===== src/rtl/hazard_pkg.sv =====
// Shared hazard-control types: FSM state encoding, control bundle, decode bubble constant.
package hazard_pkg;

  localparam int unsigned REG_W = 5;
  localparam int unsigned FL_W  = 3;

  // ALUop value decode uses when it turns an instruction into a bubble
  localparam logic [1:0] ALUOP_BUBBLE = 2'b01;

  typedef enum logic [1:0] {
    ST_RUN      = 2'd0,
    ST_FLUSH    = 2'd1,
    ST_MEM_WAIT = 2'd2
  } hz_state_e;

  typedef struct packed {
    logic haz_detect;
    logic id_flush;
    logic pc_write;
    logic if_id_write;
    logic if_flush;
    logic pipe_hold;
  } hz_ctrl_t;

  localparam hz_ctrl_t CTRL_RUN   = '{haz_detect: 1'b1, id_flush: 1'b0, pc_write: 1'b1,
                                      if_id_write: 1'b1, if_flush: 1'b0, pipe_hold: 1'b0};
  localparam hz_ctrl_t CTRL_WAIT  = '{haz_detect: 1'b1, id_flush: 1'b0, pc_write: 1'b0,
                                      if_id_write: 1'b0, if_flush: 1'b0, pipe_hold: 1'b1};
  localparam hz_ctrl_t CTRL_FLUSH = '{haz_detect: 1'b1, id_flush: 1'b1, pc_write: 1'b1,
                                      if_id_write: 1'b1, if_flush: 1'b1, pipe_hold: 1'b0};
  localparam hz_ctrl_t CTRL_LU    = '{haz_detect: 1'b0, id_flush: 1'b0, pc_write: 1'b0,
                                      if_id_write: 1'b0, if_flush: 1'b0, pipe_hold: 1'b0};
  localparam hz_ctrl_t CTRL_RST   = '{haz_detect: 1'b0, id_flush: 1'b1, pc_write: 1'b0,
                                      if_id_write: 1'b0, if_flush: 1'b1, pipe_hold: 1'b0};

  // Load in EX whose destination (non-x0) feeds a source actually read in ID
  function automatic logic load_use(input logic             mem_read,
                                    input logic [REG_W-1:0] ex_wr,
                                    input logic             use_rs1,
                                    input logic [REG_W-1:0] rs1,
                                    input logic             use_rs2,
                                    input logic [REG_W-1:0] rs2);
    load_use = mem_read && (ex_wr != '0) &&
               ((use_rs1 && (rs1 == ex_wr)) || (use_rs2 && (rs2 == ex_wr)));
  endfunction

endpackage


===== src/rtl/sat_counter.sv =====
// Saturating up-counter with synchronous clear taking priority over increment.
module sat_counter #(
  parameter int unsigned CNT_W = 16
) (
  input  logic             clk,
  input  logic             rst_n,
  input  logic             i_inc,
  input  logic             i_clr,
  output logic [CNT_W-1:0] o_cnt
);

  logic [CNT_W-1:0] r_cnt;

  // Count events, holding at all-ones
  always_ff @(posedge clk or negedge rst_n) begin
    if (!rst_n) begin
      r_cnt <= '0;
    end else if (i_clr) begin
      r_cnt <= '0;
    end else if (i_inc && (r_cnt != '1)) begin
      r_cnt <= r_cnt + CNT_W'(1);
    end
  end

  assign o_cnt = r_cnt;

endmodule


===== src/rtl/hazard_ctrl.sv =====
// Pipeline hazard controller: load-use bubbles, redirect flush windows, dmem wait holds.
module hazard_ctrl
  import hazard_pkg::*;
#(
  parameter int unsigned FLUSH_CYCLES = 1,
  parameter int unsigned CNT_W        = 16
) (
  input  logic             clk,
  input  logic             rst_n,
  input  logic [4:0]       id_rs1,
  input  logic [4:0]       id_rs2,
  input  logic             id_use_rs1,
  input  logic             id_use_rs2,
  input  logic             ex_MemRead,
  input  logic [4:0]       ex_wr,
  input  logic             ex_redirect,
  input  logic             dmem_req,
  input  logic             dmem_ready,
  input  logic             cnt_clear,
  output logic             hazDetect_ID_EX,
  output logic             ID_Flush,
  output logic             pc_write,
  output logic             if_id_write,
  output logic             if_flush,
  output logic             pipe_hold,
  output logic [CNT_W-1:0] stall_cnt,
  output logic [CNT_W-1:0] flush_cnt
);

  hz_state_e       r_state;
  logic [FL_W-1:0] r_flush_left;

  hz_state_e       w_state_nxt;
  logic [FL_W-1:0] w_flush_left_nxt;
  hz_ctrl_t        w_ctrl;
  logic            w_load_use;
  logic            w_mem_wait;
  logic            w_redirect_acc;

  assign w_load_use = load_use(ex_MemRead, ex_wr, id_use_rs1, id_rs1, id_use_rs2, id_rs2);

  // In MEM_WAIT only dmem_ready releases; in RUN a request without same-cycle ready stalls
  assign w_mem_wait = (r_state == ST_MEM_WAIT) ? !dmem_ready : (dmem_req && !dmem_ready);

  // Next-state and control decode; reset forces the flush/freeze pattern asynchronously
  always_comb begin
    w_state_nxt      = r_state;
    w_flush_left_nxt = r_flush_left;
    w_ctrl           = CTRL_RUN;
    w_redirect_acc   = 1'b0;

    unique case (r_state)
      ST_RUN, ST_MEM_WAIT: begin
        if (w_mem_wait) begin
          w_ctrl      = CTRL_WAIT;
          w_state_nxt = ST_MEM_WAIT;
        end else if (ex_redirect) begin
          w_ctrl         = CTRL_FLUSH;
          w_redirect_acc = 1'b1;
          if (FLUSH_CYCLES > 1) begin
            w_state_nxt      = ST_FLUSH;
            w_flush_left_nxt = FL_W'(FLUSH_CYCLES - 1);
          end else begin
            w_state_nxt = ST_RUN;
          end
        end else if (w_load_use) begin
          w_ctrl      = CTRL_LU;
          w_state_nxt = ST_RUN;
        end else begin
          w_state_nxt = ST_RUN;
        end
      end
      ST_FLUSH: begin
        // EX holds a flushed bubble here, so a redirect seen now is stale
        w_ctrl = CTRL_FLUSH;
        if (r_flush_left <= FL_W'(1)) begin
          w_state_nxt      = ST_RUN;
          w_flush_left_nxt = '0;
        end else begin
          w_flush_left_nxt = r_flush_left - FL_W'(1);
        end
      end
      default: begin
        w_state_nxt      = ST_RUN;
        w_flush_left_nxt = '0;
      end
    endcase

    if (!rst_n) begin
      w_ctrl         = CTRL_RST;
      w_redirect_acc = 1'b0;
    end
  end

  // FSM state and remaining flush count
  always_ff @(posedge clk or negedge rst_n) begin
    if (!rst_n) begin
      r_state      <= ST_RUN;
      r_flush_left <= '0;
    end else begin
      r_state      <= w_state_nxt;
      r_flush_left <= w_flush_left_nxt;
    end
  end

  assign hazDetect_ID_EX = w_ctrl.haz_detect;
  assign ID_Flush        = w_ctrl.id_flush;
  assign pc_write        = w_ctrl.pc_write;
  assign if_id_write     = w_ctrl.if_id_write;
  assign if_flush        = w_ctrl.if_flush;
  assign pipe_hold       = w_ctrl.pipe_hold;

  sat_counter #(.CNT_W(CNT_W)) u_stall_cnt (
    .clk   (clk),
    .rst_n (rst_n),
    .i_inc (!w_ctrl.pc_write),
    .i_clr (cnt_clear),
    .o_cnt (stall_cnt)
  );

  sat_counter #(.CNT_W(CNT_W)) u_flush_cnt (
    .clk   (clk),
    .rst_n (rst_n),
    .i_inc (w_redirect_acc),
    .i_clr (cnt_clear),
    .o_cnt (flush_cnt)
  );

endmodule


===== config.mk =====
export PLATFORM = sky130hd
export DESIGN_NAME = hazard_ctrl
export DESIGN_NICKNAME = d
export VERILOG_FILES = /design/src/rtl/hazard_pkg.sv /design/src/rtl/sat_counter.sv /design/src/rtl/hazard_ctrl.sv
export SDC_FILE = /design/constraint.sdc
export NUM_CORES = 1
export LEC_CHECK = 0
export ABC_AREA = 1
export ABC_CLOCK_PERIOD_IN_PS = 2200
export CAP_MARGIN = 20
export CORE_ASPECT_RATIO = 0.9
export CORE_UTILIZATION = 44
export DETAILED_ROUTE_END_ITERATION = 12
export PLACE_DENSITY = 0.8
export SKIP_LAST_GASP = 1
export SYNTH_ARGS = -nofsm -noshare
export SYNTH_HDL_FRONTEND = slang
export SYNTH_SLANG_ARGS = --single-unit

===== constraint.sdc =====
create_clock -name clk -period 2.2 [get_ports clk]
set_input_delay 0.44 -clock clk [delete_from_list [all_inputs] [get_ports clk]]
set_output_delay 0.44 -clock clk [all_outputs]
set_load 0.005 [all_outputs]

Yosys cells after proc, flatten, opt, wreduce, memory -nomap -nowiden
Index checks and enable logic that the tools add are counted.

operators by class
  multiplexer cells = 19
  add/subtract/negate cells = 3
  divide/modulo/power cells = 0
  bitwise logic cells = 0
  $mul = 0
  $lt $le $gt $ge = 1
  equal/unequal tests = 7
  reductions and logical operators = 15
  shift-type cells = 0

operator list
  cell                                                            count
  two-way mux 16 bit                                              4
  adder 16 x 1 -> 16 bit, second input constant                   2
  inequality test 16 bit, second input constant                   2
  two-way mux 6 bit                                               4
  one-hot mux 6 bit (2 select lines)                              1
  == test 5 bit                                                   2
  logical AND 1 bit                                               7
  one-hot mux 3 bit (2 select lines)                              1
  two-way mux 1 bit                                               5
  nonzero test 5 bit                                              1
  two-way mux 2 bit                                               2
  one-hot mux 2 bit (2 select lines)                              1
  nonzero test 2 bit                                              2
  less-or-equal comparator 3 x 1 -> 1 bit, second input constant  1
  two-way mux 3 bit                                               1
  subtractor 3 x 1 -> 3 bit, second input constant                1
  == test 2 x 1 -> 1 bit, second input constant                   1
  == test 2 bit, second input constant                            1
  zero test 1 bit                                                 2
  zero test 2 bit                                                 1
  inequality test 2 bit, second input constant                    1
  OR reduction 2 bit                                              1
  logical OR 1 bit                                                1

storage, ports and cells
  bits in latches = 0
  word-level logic and storage cells = 49
  bits in writable memories = 0
  memories kept = 0
  ROM bits = 0
  bits in registers = 37
  output and inout port bits = 38

Depth between registers and ports, before layout
Gate-level depths: netlist (run 1).

  word-level depth = 13
  gate-level depth with buffers = 12

Hierarchy
Synthesis (run 1) repeated with hierarchy kept, for this count alone.

second synthesis, totals
  cells, all modules = 361
  area total of the unflattened synthesis = 2399.8 sq um

by module, submodules not included
  module       times used  area an instance (sq um)  cells an instance
  sat_counter  2           1037.2                    144
  hazard_ctrl  1           325.3                     73

Worst setup path after synthesis (run 1)
Ideal clock, no wire load.

  kind = input to output
  from = input ex_wr[3]
  to = output pc_write
  cell stages on the path = 11
  required time = 1.760 ns
  path buffers = 2
  setup slack = 0.369 ns
  arrival time = 1.391 ns
  path through = inv_1 > nand2_1 > nand2_1 > nor2_1 > nand3_1 > nand2_1 > nand2_1 > nand2_2 > buf_2 > inv_1 > buf_4

between the ends
  word-level cells in the longest chain between the ends = 9
  elaborated cells on any way between the ends = 13
  classes of those cells = 2 x eq/ne; 5 x mux; 6 x reduce/logical

ends and longest elaborated chain
  what                                  RTL line           source
  from (decl)                           hazard_ctrl.sv:15  input logic [4:0] ex_wr,
  == test 5 bit                         hazard_pkg.sv:44   ((use_rs1 && (rs1 == ex_wr)) || (use_rs2 && (rs2 == ex_wr)));
  logical AND 1 bit                     hazard_pkg.sv:44
  logical OR 1 bit                      hazard_pkg.sv:44
  logical AND 1 bit *                   hazard_pkg.sv:43   load_use = mem_read && (ex_wr != '0) &&
  two-way mux 6 bit *                   hazard_ctrl.sv:66  end else if (w_load_use) begin
  two-way mux 6 bit *                   hazard_ctrl.sv:57  end else if (ex_redirect) begin
  two-way mux 6 bit *                   hazard_ctrl.sv:54  if (w_mem_wait) begin
  one-hot mux 6 bit (2 select lines) *  hazard_ctrl.sv:52  unique case (r_state)
  two-way mux 6 bit *                   hazard_ctrl.sv:89  if (!rst_n) begin
  to (decl)                             hazard_ctrl.sv:22  output logic pc_write,

Mark *: on every way between the ends. The rest lies on a longest branch, timed or not.

Final worst setup path (run 1)
  from = input dmem_ready
  to = output hazDetect_ID_EX

between the ends
  word-level cells in the longest chain between the ends = 6

ends and longest elaborated chain
  what                                  RTL line           source
  from (decl)                           hazard_ctrl.sv:18  input logic dmem_ready,
  zero test 1 bit *                     hazard_ctrl.sv:43  assign w_mem_wait = (r_state == ST_MEM_WAIT) ? !dmem_ready : (dmem_req && !dmem_ready);
  logical AND 1 bit                     hazard_ctrl.sv:43
  two-way mux 1 bit *                   hazard_ctrl.sv:43
  two-way mux 6 bit *                   hazard_ctrl.sv:54
  one-hot mux 6 bit (2 select lines) *  hazard_ctrl.sv:52
  two-way mux 6 bit *                   hazard_ctrl.sv:89
  to (decl)                             hazard_ctrl.sv:20  output logic hazDetect_ID_EX,

Marked as above.

==> results of run 1 <==
power breakdown:
group | total, mW | internal (mW) | switching, mW | leakage (nW)
Combinational | 0.200 | 0.0947 | 0.106 | 1.14
Sequential | 0.626 | 0.615 | 0.0105 | 0.457
Clock | 0.473 | 0.248 | 0.225 | 0.0443
cell usage after synthesis (all sizes together):
cell type,n,share of area
nand3b,1,0.0033
o21bai,2,0.0065
buf,9,0.025
ha,2,0.011
nand3,38,0.085
xor2,12,0.046
or2,1,0.0027
nand4,21,0.064
o21ai,10,0.022
nor2,48,0.086
dfrtp,33,0.36
nor3,6,0.013
nand2,99,0.17
o31ai,1,0.0033
a21oi,7,0.015
a31oi,1,0.0027
inv,50,0.082
xnor2,2,0.0076
clkbuf,1,0.0016
worst max-delay path, delay by kind of cell:
family	cells	cell delay, ps
buffers and inverters	4	900
AO/OA/AOI/OAI	2	330
final cells by class:
type                       instances  area [sq um]  area share
multi-input combinational        251          1230       0.392
timing repair buffer              76           732       0.233
inverter                          50           188      0.0596
clock buffer                       7          86.3      0.0274
sequential                        33           826       0.262
tap                               65          81.3      0.0258
path summary, 6_finish.rpt:
check                                             end  depth (start not counted)
worst max register to register   u_stall_cnt.o_cnt[6]                          9
worst min register to register   u_flush_cnt.o_cnt[0]                          1
min in group asynchronous       u_stall_cnt.o_cnt[15]                          3
max in group asynchronous        u_flush_cnt.o_cnt[0]                          3
worst min-delay path             u_flush_cnt.o_cnt[0]                          1
worst max-delay path                  hazDetect_ID_EX                          6
registers in the layout, summed over array words and instances (netlist names):
signal and count:
u_stall_cnt.o_cnt 16, u_flush_cnt.o_cnt 16, r_state 1
cells by family (layout without fill, tap and decap cells):
kind of cell | Yosys count | after routing
simple gates | 214 | 214
buf+inv | 60 | 133
flops | 33 | 33
compound gates | 21 | 21
xor+xnor | 14 | 14
fa+ha+maj | 2 | 2
per-layer routing:
metal / up-vias / GRT usage
met5: - / 0
met4: 0 / 0.107
met3: 8 / 0.0413
met2: 83 / 0.372
met1: 1120 / 0.309
li1: 1240 / -
what timing repair did:
item | 4_1_cts | 5_1_grt
cloned | 0 | 0
resized for setup | 17 | 8
pin swaps | 8 | 6
setup buffers | 4 | 0
setup endpoints to repair | 5 | 21
layout by cell type (no fill, tap or decap), types with 6 or more instances in the layout:
master / n
dlygate4sd2_1: 15
clkbuf_8: 6
nor2_1: 45
nand2_1: 97
o21ai_0: 9
dlymetal6s2s_1: 6
inv_1: 46
clkdlybuf4s50_1: 40
a21oi_1: 7
nand3_1: 37
dfrtp_1: 33
xor2_1: 12
nand4_1: 20
buf_4: 14
==> results.ini, run 1 <==
[outcome]
outcome = finished, final reports clean

[place]
placed_cells = 471
post-dp-hpwl_microns = 4240
post-place-ws_ps = -293
place_congestion = 0.914
dpl-instance-area_sq_um = 3030
io_buffers = 61

[clock_network]
cts_buffers = 5
cts_sinks = 33
ctsHoldBuffers = 0
clk_path_buf_depth = 2
cts_tree = yes
clk_latency_ps = 290
cts.clk_slew.worst_paths_ps = 60
htree_levels = 2
root_buffer = clkbuf_8

[logic_synthesis]
ys_seq_elements = 33
synth_top_family_by_area = simple AND/OR/NAND/NOR gates
synth_mux_area_frac = 0
synthAdderAreaFrac = 0.0109
ys_warn_count = 0
synth.distinct_cells = 30
avgSynthCellArea_sq_um = 6.69
synthXorXnorAreaFrac = 0.0533
syn_inst = 344
synth-compound-area-share = 0.0495
syn_nets = 370
yosysSeqAreaShare = 0.359
synth_simple_gate_area_frac = 0.419
synth_area_sq_um = 2300

[routing]
routed_via_density = 5.09
wl_met3_microns = 332
routed-via-count = 2451
drt_iter0_markers = 184
met2_length_microns = 2850
drtPass1Iterations = 4
ant_nets = 0
wirelength_microns = 5940
drcViolationCount = 0
avgRoutedWirePerCell_microns = 12.3
wirelength_met1_microns = 2680
top_layer_used = met4

[sta]
finalCritPeriodShare = 0.968
rsz0062_at_grt = false
fin_ws_ps = 71.4
clock.fmax_mhz = 470
finalHoldViolCount = 0
max_slew_margin = 0.706
finClkSkew_ps = 7.25
hold_ws_ps = 535
tightest_slew_ps = 440
period_needed_ps = 2130
setup_violations = 0
setup_tns_ps = 0
slew_violations = 0

[global_route]
grt_pass1_vias = 2274
grt_max_degree = 40
antenna_found_initial = 0
grt_overflow = 0
grt_pass1_wl_microns = 10100
grt_util_all_layers = 0.233

[finish]
fin_nets = 443
fin_cells = 482
diodes = 0
area_growth_pct = 36.8
fillerInstances = 433
design_area_sq_um = 3150
drive_above_1_share = 0.0839
fin_util = 0.639

[critical_path]
crit_chain = clkdlybuf4s50_1, o21bai_2, buf_4, buf_4, a31oi_1, dlygate4sd2_1
cpMostUsedCell = buf_4
r2r-start = u_stall_cnt.o_cnt[0]
critPathLaunchType = input pin
cpMaxStageDelayCell = clkdlybuf4s50_1
critPathKind = input pin to output port
required_ps = 1760
cpPeakStageDelay_ps = 380
crit_fanout = 3
arrival_ps = 1690
critPathCaptureType = output port
reg2reg_slack_ps = 220
crit_start = dmem_ready

[floorplan]
die_w_microns = 78.2
design.core.area_sq_um = 4920
die_y_microns = 70.6
rows = 24
dieArea_sq_um = 5520
initial_core_util = 0.467
ios = 62

[power_and_ir_drop]
fin_total_pwr_mw = 1.30
leakagePower_nw = 1.64
p_per_area_nw_per_um2 = 413
vdd_drop_max_mv = 0.257

[worst_hold_path]
hold_path_class = flop to flop
hold_path.startpoint = u_flush_cnt.o_cnt[0]

[flow_run]
drv_cap = 0

Power figures use the tool's default switching activity.
==> run 2, diff against run 1 <==
--- a/config.mk
+++ b/config.mk
@@ -9,7 +9,9 @@
 export ABC_CLOCK_PERIOD_IN_PS = 2200
 export CAP_MARGIN = 20
 export CORE_ASPECT_RATIO = 0.9
+export CORE_MARGIN = 2
 export CORE_UTILIZATION = 44
+export CTS_CLUSTER_SIZE = 25
 export DETAILED_ROUTE_END_ITERATION = 12
 export PLACE_DENSITY = 0.8
 export SKIP_LAST_GASP = 1
==> run 2 against run 1 <==
Compared with the run above: via count is 0.41% lower; cell count is 1.0% lower; worst setup slack better by 0.70 ps; non-clock buffer count is 6 lower; core utilization is 1.5 points lower; global-route usage is 0.65 points lower; wire length is 4.5% higher; critical path type unchanged; critical endpoint is now pc_write; largest cell class unchanged; largest power group unchanged.
==> results.ini, run 2 (same netlist as run 1, synthesis figures left out) <==
[critical_path]
required_ps = 1760  ; about the same
reg2regPathDepth = 9  ; unchanged
critPathLaunchType = input pin
critPathKind = input pin to output port
arrival_ps = 1690  ; about the same
critPathCaptureType = output port
crit_fanout = 2  ; -1
reg2reg_slack_ps = 230  ; about the same
r2r-start = u_stall_cnt.o_cnt[0]
reg2reg_to = u_stall_cnt.o_cnt[0]

[power_and_ir_drop]
seqPwrFrac = 0.492  ; +0.010
p_per_area_nw_per_um2 = 411  ; -0.45%
pwr-share-clk = 0.360  ; -0.004
p_comb_frac = 0.148  ; -0.006
leakagePower_nw = 1.62  ; -1.2%
p_switching_mw = 0.346  ; +1.4%
p_int_mw = 0.925  ; -3.5%
vdd_drop_max_mv = 0.268  ; +4.3%
fin_total_pwr_mw = 1.27  ; -2.2%
swShare = 0.272  ; +0.00953

[routing]
drt_iter0_markers = 144  ; -22%
routed_via_density = 5.12  ; +0.64%
ant_nets = 0  ; unchanged
drcViolationCount = 0  ; unchanged
routed-via-count = 2441  ; -0.41%
avgRoutedWirePerCell_microns = 13.0  ; +5.6%
wirelength_microns = 6210  ; +4.5%
drtPass1Iterations = 4  ; unchanged

[clock_network]
htree_levels = 2  ; unchanged
root_buffer = clkbuf_8
cts_sinks = 33  ; unchanged
cts_tree = yes
ctsHoldBuffers = 0  ; unchanged
clk_path_buf_depth = 2  ; unchanged
cts_buffers = 5  ; unchanged
clk_latency_ps = 290  ; about the same
cts.clk_slew.worst_paths_ps = 70  ; about the same

[global_route]
antenna_found_initial = 0  ; unchanged
grt_util_met3 = 0.0532  ; +0.0119
grt_max_degree = 32  ; -20%
met1_usage = 0.291  ; -0.0182
grt_util_all_layers = 0.226  ; -0.00655
grt_overflow = 0  ; unchanged
grt_pass1_vias = 2289  ; +0.66%
grt_use_met2 = 0.377  ; +0.00453
busiest_layer = met2
grt_pass1_wl_microns = 10400  ; +2.3%

[sta]
period_needed_ps = 2130  ; -0.696 ps
rsz0062_at_grt = true
tightest_slew_ps = 410  ; -30.1 ps
finClkSkew_ps = 3.01  ; -4.25 ps
slew_violations = 0  ; unchanged
clock.fmax_mhz = 470  ; about the same
finalCritPeriodShare = 0.967  ; about the same
fin_ws_ps = 72.1  ; +0.697 ps
max_slew_margin = 0.724  ; +0.0180
finalHoldViolCount = 0  ; unchanged
setup_tns_ps = 0  ; unchanged
setup_violations = 0  ; unchanged

[finish]
fin_util = 0.624  ; -0.0150
area_growth_pct = 34.4
fin_nets = 437  ; -1.4%
final_cell_mix = nand2_1 (97), inv_1 (46), nor2_1 (45), clkdlybuf4s50_1 (41), nand3_1 (37)
drive_above_1_share = 0.0655  ; -0.0184
final_common_cell = nand2_1
diodes = 0  ; unchanged

[floorplan]
design.core.area_sq_um = 4950  ; +0.61%
dieArea_sq_um = 5820  ; +5.5%
die_w_microns = 80.2  ; +2.6%
initial_core_util = 0.464  ; -0.00283
die_y_microns = 72.6  ; +2.8%
rows = 24  ; unchanged
ios = 62  ; unchanged

[flow_run]
drv_cap = 0  ; unchanged

[place]
place_congestion = 0.893  ; -2.3%
post-dp-hpwl_microns = 4490  ; +6.0%
post-place-ws_ps = -275  ; +18.5 ps
io_buffers = 61  ; unchanged

[outcome]
outcome = finished, final reports clean

[worst_hold_path]
hold_path_class = input pin to asynchronous set/reset pin

==> run 2: cell types whose count changed in the layout (fill, tap and decap cells not counted), moves of 2 or more <==
cell            delta
dlygate4sd2_1      -4
dlymetal6s2s_1     +3
buf_4              -5
clkbuf_1           +2
==> run 2: area by class of cell <==
cell class	count	area, sq um
clock buffer	8	80.1
tap	65	81.3
timing repair buffer	70	687
fill	480	1860
multi-input combinational	251	1230
inverter	50	188
sequential	33	826
==> run 2: power groups by stage <==
stage          logic (mW)  clock network (mW)  registers (mW)
3_3_place_gp        0.194                   0           0.636
3_5_place_dp        0.198                   0           0.636
4_1_cts             0.190               0.464           0.625
6_report            0.189               0.457           0.625
5_1_grt             0.213               0.489           0.625
2_1_floorplan      0.0854                   0           0.635
==> run 2: what timing repair did <==
| item | in CTS | in global routing |
|---|---|---|
| gates resized for setup | 13 | 10 |
| hold endpoints to repair | 0 | 0 |
| setup buffers | 0 | 0 |
| cloned | 0 | 0 |
| setup endpoints to repair | 6 | 6 |
| pin swaps | 4 | 9 |
==> run 2: stage by stage <==
step	instance area (sq um)	cells	hold WS (ps)
after floorplan	2300	344	144
after global placement	3000	469	483
after detailed placement	3000	469	503
after CTS	3070	477	530
after global routing	3090	477	562
final	3090	477	527
==> run 2: routing by layer <==
metal,share of wire,up-vias
met2,0.48,51
li1,-,1227
met4,0.020,0
met3,0.040,9
met1,0.46,1154
met5,0,-
==> run 2: critical path, stage by stage <==
cell	delay [ps]
clkdlybuf4s50_1	420
nand2_1	70
nand2_1	40
nor2_1	80
nand3_1	90
nand2_1	100
nand2_1	60
nand2_2	70
inv_1	50
dlygate4sd2_1	260
==> run 2: worst max-delay path by stage <==
stage               from          end  cells past startpoint
2_1_floorplan   ex_wr[3]     pc_write                     11
3_3_place_gp    ex_wr[0]  if_id_write                     11
3_5_place_dp    ex_wr[0]     pc_write                     11
4_1_cts        id_rs1[2]     pc_write                     11
5_1_grt        id_rs2[2]     pc_write                      9
6_report       id_rs2[2]     pc_write                     10
==> RTL change, RTL diff (config.mk and constraints of run 2) <==
Reset style: synchronous (`rst_n`), changed in 2 clocked blocks. Comments in the files are not updated.
--- a/src/rtl/sat_counter.sv
+++ b/src/rtl/sat_counter.sv
@@ -13,5 +13,5 @@
 
   // Count events, holding at all-ones
-  always_ff @(posedge clk or negedge rst_n) begin
+  always_ff @(posedge clk) begin
     if (!rst_n) begin
       r_cnt <= '0;
--- a/src/rtl/hazard_ctrl.sv
+++ b/src/rtl/hazard_ctrl.sv
@@ -94,5 +94,5 @@
 
   // FSM state and remaining flush count
-  always_ff @(posedge clk or negedge rst_n) begin
+  always_ff @(posedge clk) begin
     if (!rst_n) begin
       r_state      <= ST_RUN;
Function: differs if rst_n is asserted again (counterexample within 4 cycles, from zero or initial values and one cycle with rst_n low); with rst_n held inactive, the same outputs for 10 cycles.
==> RTL change against run 2 <==
Power increased by 6.4%. Critical endpoint unchanged. Synthesized cell count decreased by 0.87%. Worst hold slack got worse by 25 ps. Global-route usage decreased by 3.8 points. Critical path type unchanged. Design area decreased by 5.1%. Sequential share of layout area decreased by 4.2 points. Routed wire length decreased by 20%. Die area decreased by 6.2%. Worst setup slack improved by 72 ps. Sequential cell count unchanged. First-iteration DRC count decreased by 24%. Synthesized area decreased by 6.6%.
==> RTL change: results (changes against run 2) <==
stage,metric,value,unit,change
status,outcome,finished clean,,unchanged
worst_setup_path,critPathMaxFanout,2,,unchanged
grt,grt_usage,18.9,%,was 22.6%
finish,diodes,0,,unchanged
detailed_routing,initialDrtViolationCount,109,,was 144
timing,fin_skew,9.91,ps,was 3.01 ps
place,place_ws,-264,ps,was -275 ps
hold_path,whs_path_depth,1,,
yosys,syn_area,2150,um^2,was 2300 um^2
yosys,ys_types,33,,was 30
timing,relSlewSlack,72.2,%,was 72.4%
power,internal-power,1.05,mW,was 925 uW
clocking,cts_max_path_buffers,2,,unchanged
place,port_buffers,61,,unchanged
yosys,synth_commonest_cells,"nand2_1, nor2_1, inv_1",,"was nand2_1, inv_1, nor2_1"
power,p_leak,1.34,nW,was 1.62 nW
clocking,insertion_delay,290,ps,about the same
hold_path,hold_start,u_flush_cnt.o_cnt[0],,
detailed_routing,drt-vias-per-instance,4.86,,was 5.12
place,gp_congestion,0.880,,was 0.893
power,vdd_drop_max,0.385,mV,was 0.268 mV
detailed_routing,drt_first_pass_iters,4,,unchanged
worst_setup_path,r2r_end,u_stall_cnt.o_cnt[10],,was u_stall_cnt.o_cnt[0]
yosys,ys.flop_type,dfxtp_1,,was dfrtp_1
clocking,cts_max_level,2,,unchanged
yosys,synthTopCellsByArea,"dfxtp_1, nand2_1, nor2_1",,"was dfrtp_1, nand2_1, nand3_1"
worst_setup_path,arrival,1620,ps,was 1690 ps
yosys,yosys_warnings,0,,unchanged
clocking,cts_root_buffer,clkbuf_8,,unchanged
yosys,seq_area_frac_synth,30.7,%,was 35.9%
detailed_routing,drt_wl_total,4990,um,was 6210 um
hold_path,holdCritPathClass,reg2reg,,was in2async
worst_setup_path,r2r.worst_path.cells,7,,was 9
grt,grt_max_degree,32,,unchanged
grt,antenna_found_initial,0,,unchanged
place,numPlacedInstances,465,,was 469
hold_path,holdPathEnd,u_flush_cnt.o_cnt[0],,
place,place_area,2810,um^2,was 3000 um^2
finish,drive_gt1_share,10.8,%,was 6.55%
worst_setup_path,r2r-start,u_stall_cnt.o_cnt[0],,unchanged
clocking,cts_buffers,5,,unchanged
detailed_routing,vias,2299,,was 2441
clocking,post_cts_buffers,0,,unchanged
yosys,synth_async_sr_flop_share,0,%,was 100%
yosys,synthCells,341,,was 344
yosys,synth.net_count,367,,was 370
grt,grt_first_pass_wirelength,8510,um,was 10400 um
place,dpl.hpwl,3820,um,was 4490 um
worst_setup_path,rrSetupSlack,410,ps,was 230 ps
grt,grt_pass1_vias,2113,,was 2289
clocking,path_clk_slew,60,ps,
finish,final_nets,433,,was 437
-- RTL change: cell types whose count changed in the layout (fill, tap and decap cells not counted), moves of 4 or more --
cell	before	now
dfxtp_1	0	33
and3_1	0	4
a21oi_1	7	22
nand4_1	20	9
nor2_2	1	9
nor2_1	45	50
inv_2	4	9
nand3_1	37	29
nand2_1	97	89
xor2_1	12	3
dfrtp_1	33	0
-- RTL change: power by group through the flow --
| stage | clock network [mW] | logic (mW) | registers [mW] |
|---|---|---|---|
| 4_1_cts | 0.610 | 0.158 | 0.606 |
| 2_1_floorplan | 0 | 0.0880 | 0.619 |
| 3_5_place_dp | 0 | 0.167 | 0.620 |
| 3_3_place_gp | 0 | 0.164 | 0.619 |
| 6_report | 0.590 | 0.156 | 0.606 |
| 5_1_grt | 0.626 | 0.176 | 0.606 |
-- RTL change: through the flow --
| stage | hold slack [ps] | utilization (%) |
|---|---|---|
| finish | 502 | 61.5 |
| global route | 532 | 61.5 |
| CTS | 511 | 61.0 |
| detailed placement | 494 | 58.9 |
| global placement | 485 | 58.9 |
| floorplan | 474 | - |
-- RTL change: cell families after synthesis --
kind of cell | synth area share, %
and+or+nand+nor | 45.3
buffers and inverters | 12.8
DFF | 30.7
AOI/OAI and AO/OA | 7.92
xor gates and xnor gates | 2.04
adders and majority gates | 1.16
-- RTL change: area by class of cell --
cell class                 count  area [um^2]
multi-input combinational    247         1220
fill                         448         1840
sequential                    33          661
timing repair buffer          68          663
inverter                      52          195
clock inverter                 1         30.0
clock buffer                   7         86.3
tap                           65         81.3
-- RTL change: routing by layer --
layer  GRT usage, %  part of all wire (%)  vias up
met2           32.1                    45       75
met5              0                     0        -
met3           4.26                   5.4       13
li1               -                     -     1206
met1           23.0                    48     1005
met4           7.34                   1.8        0
-- RTL change: worst max-delay path by stage --
stage | startpoint | to | slack (ps) | cells after the start
finish | id_use_rs1 | pc_write | 140 | 9
global route | id_use_rs1 | if_id_write | 50 | 9
CTS | id_rs1[3] | pc_write | 3 | 11
detailed placement | ex_wr[1] | pc_write | -260 | 11
global placement | ex_wr[4] | if_id_write | -240 | 11
floorplan | id_rs2[0] | pc_write | 510 | 11
-- RTL change: what timing repair did --
action,in CTS,in global routing
pin swaps,3,7
gates resized for setup,15,11
gates cloned,0,0
setup endpoints to repair,6,3
-- RTL change: critical path, stage by stage --
cell	delay (ps)
clkdlybuf4s50_1	450
nand2_1	50
nor2_1	90
nand3_1	70
nand2_1	80
nand2_1	60
nand2_2	80
inv_2	40
dlygate4sd2_1	250
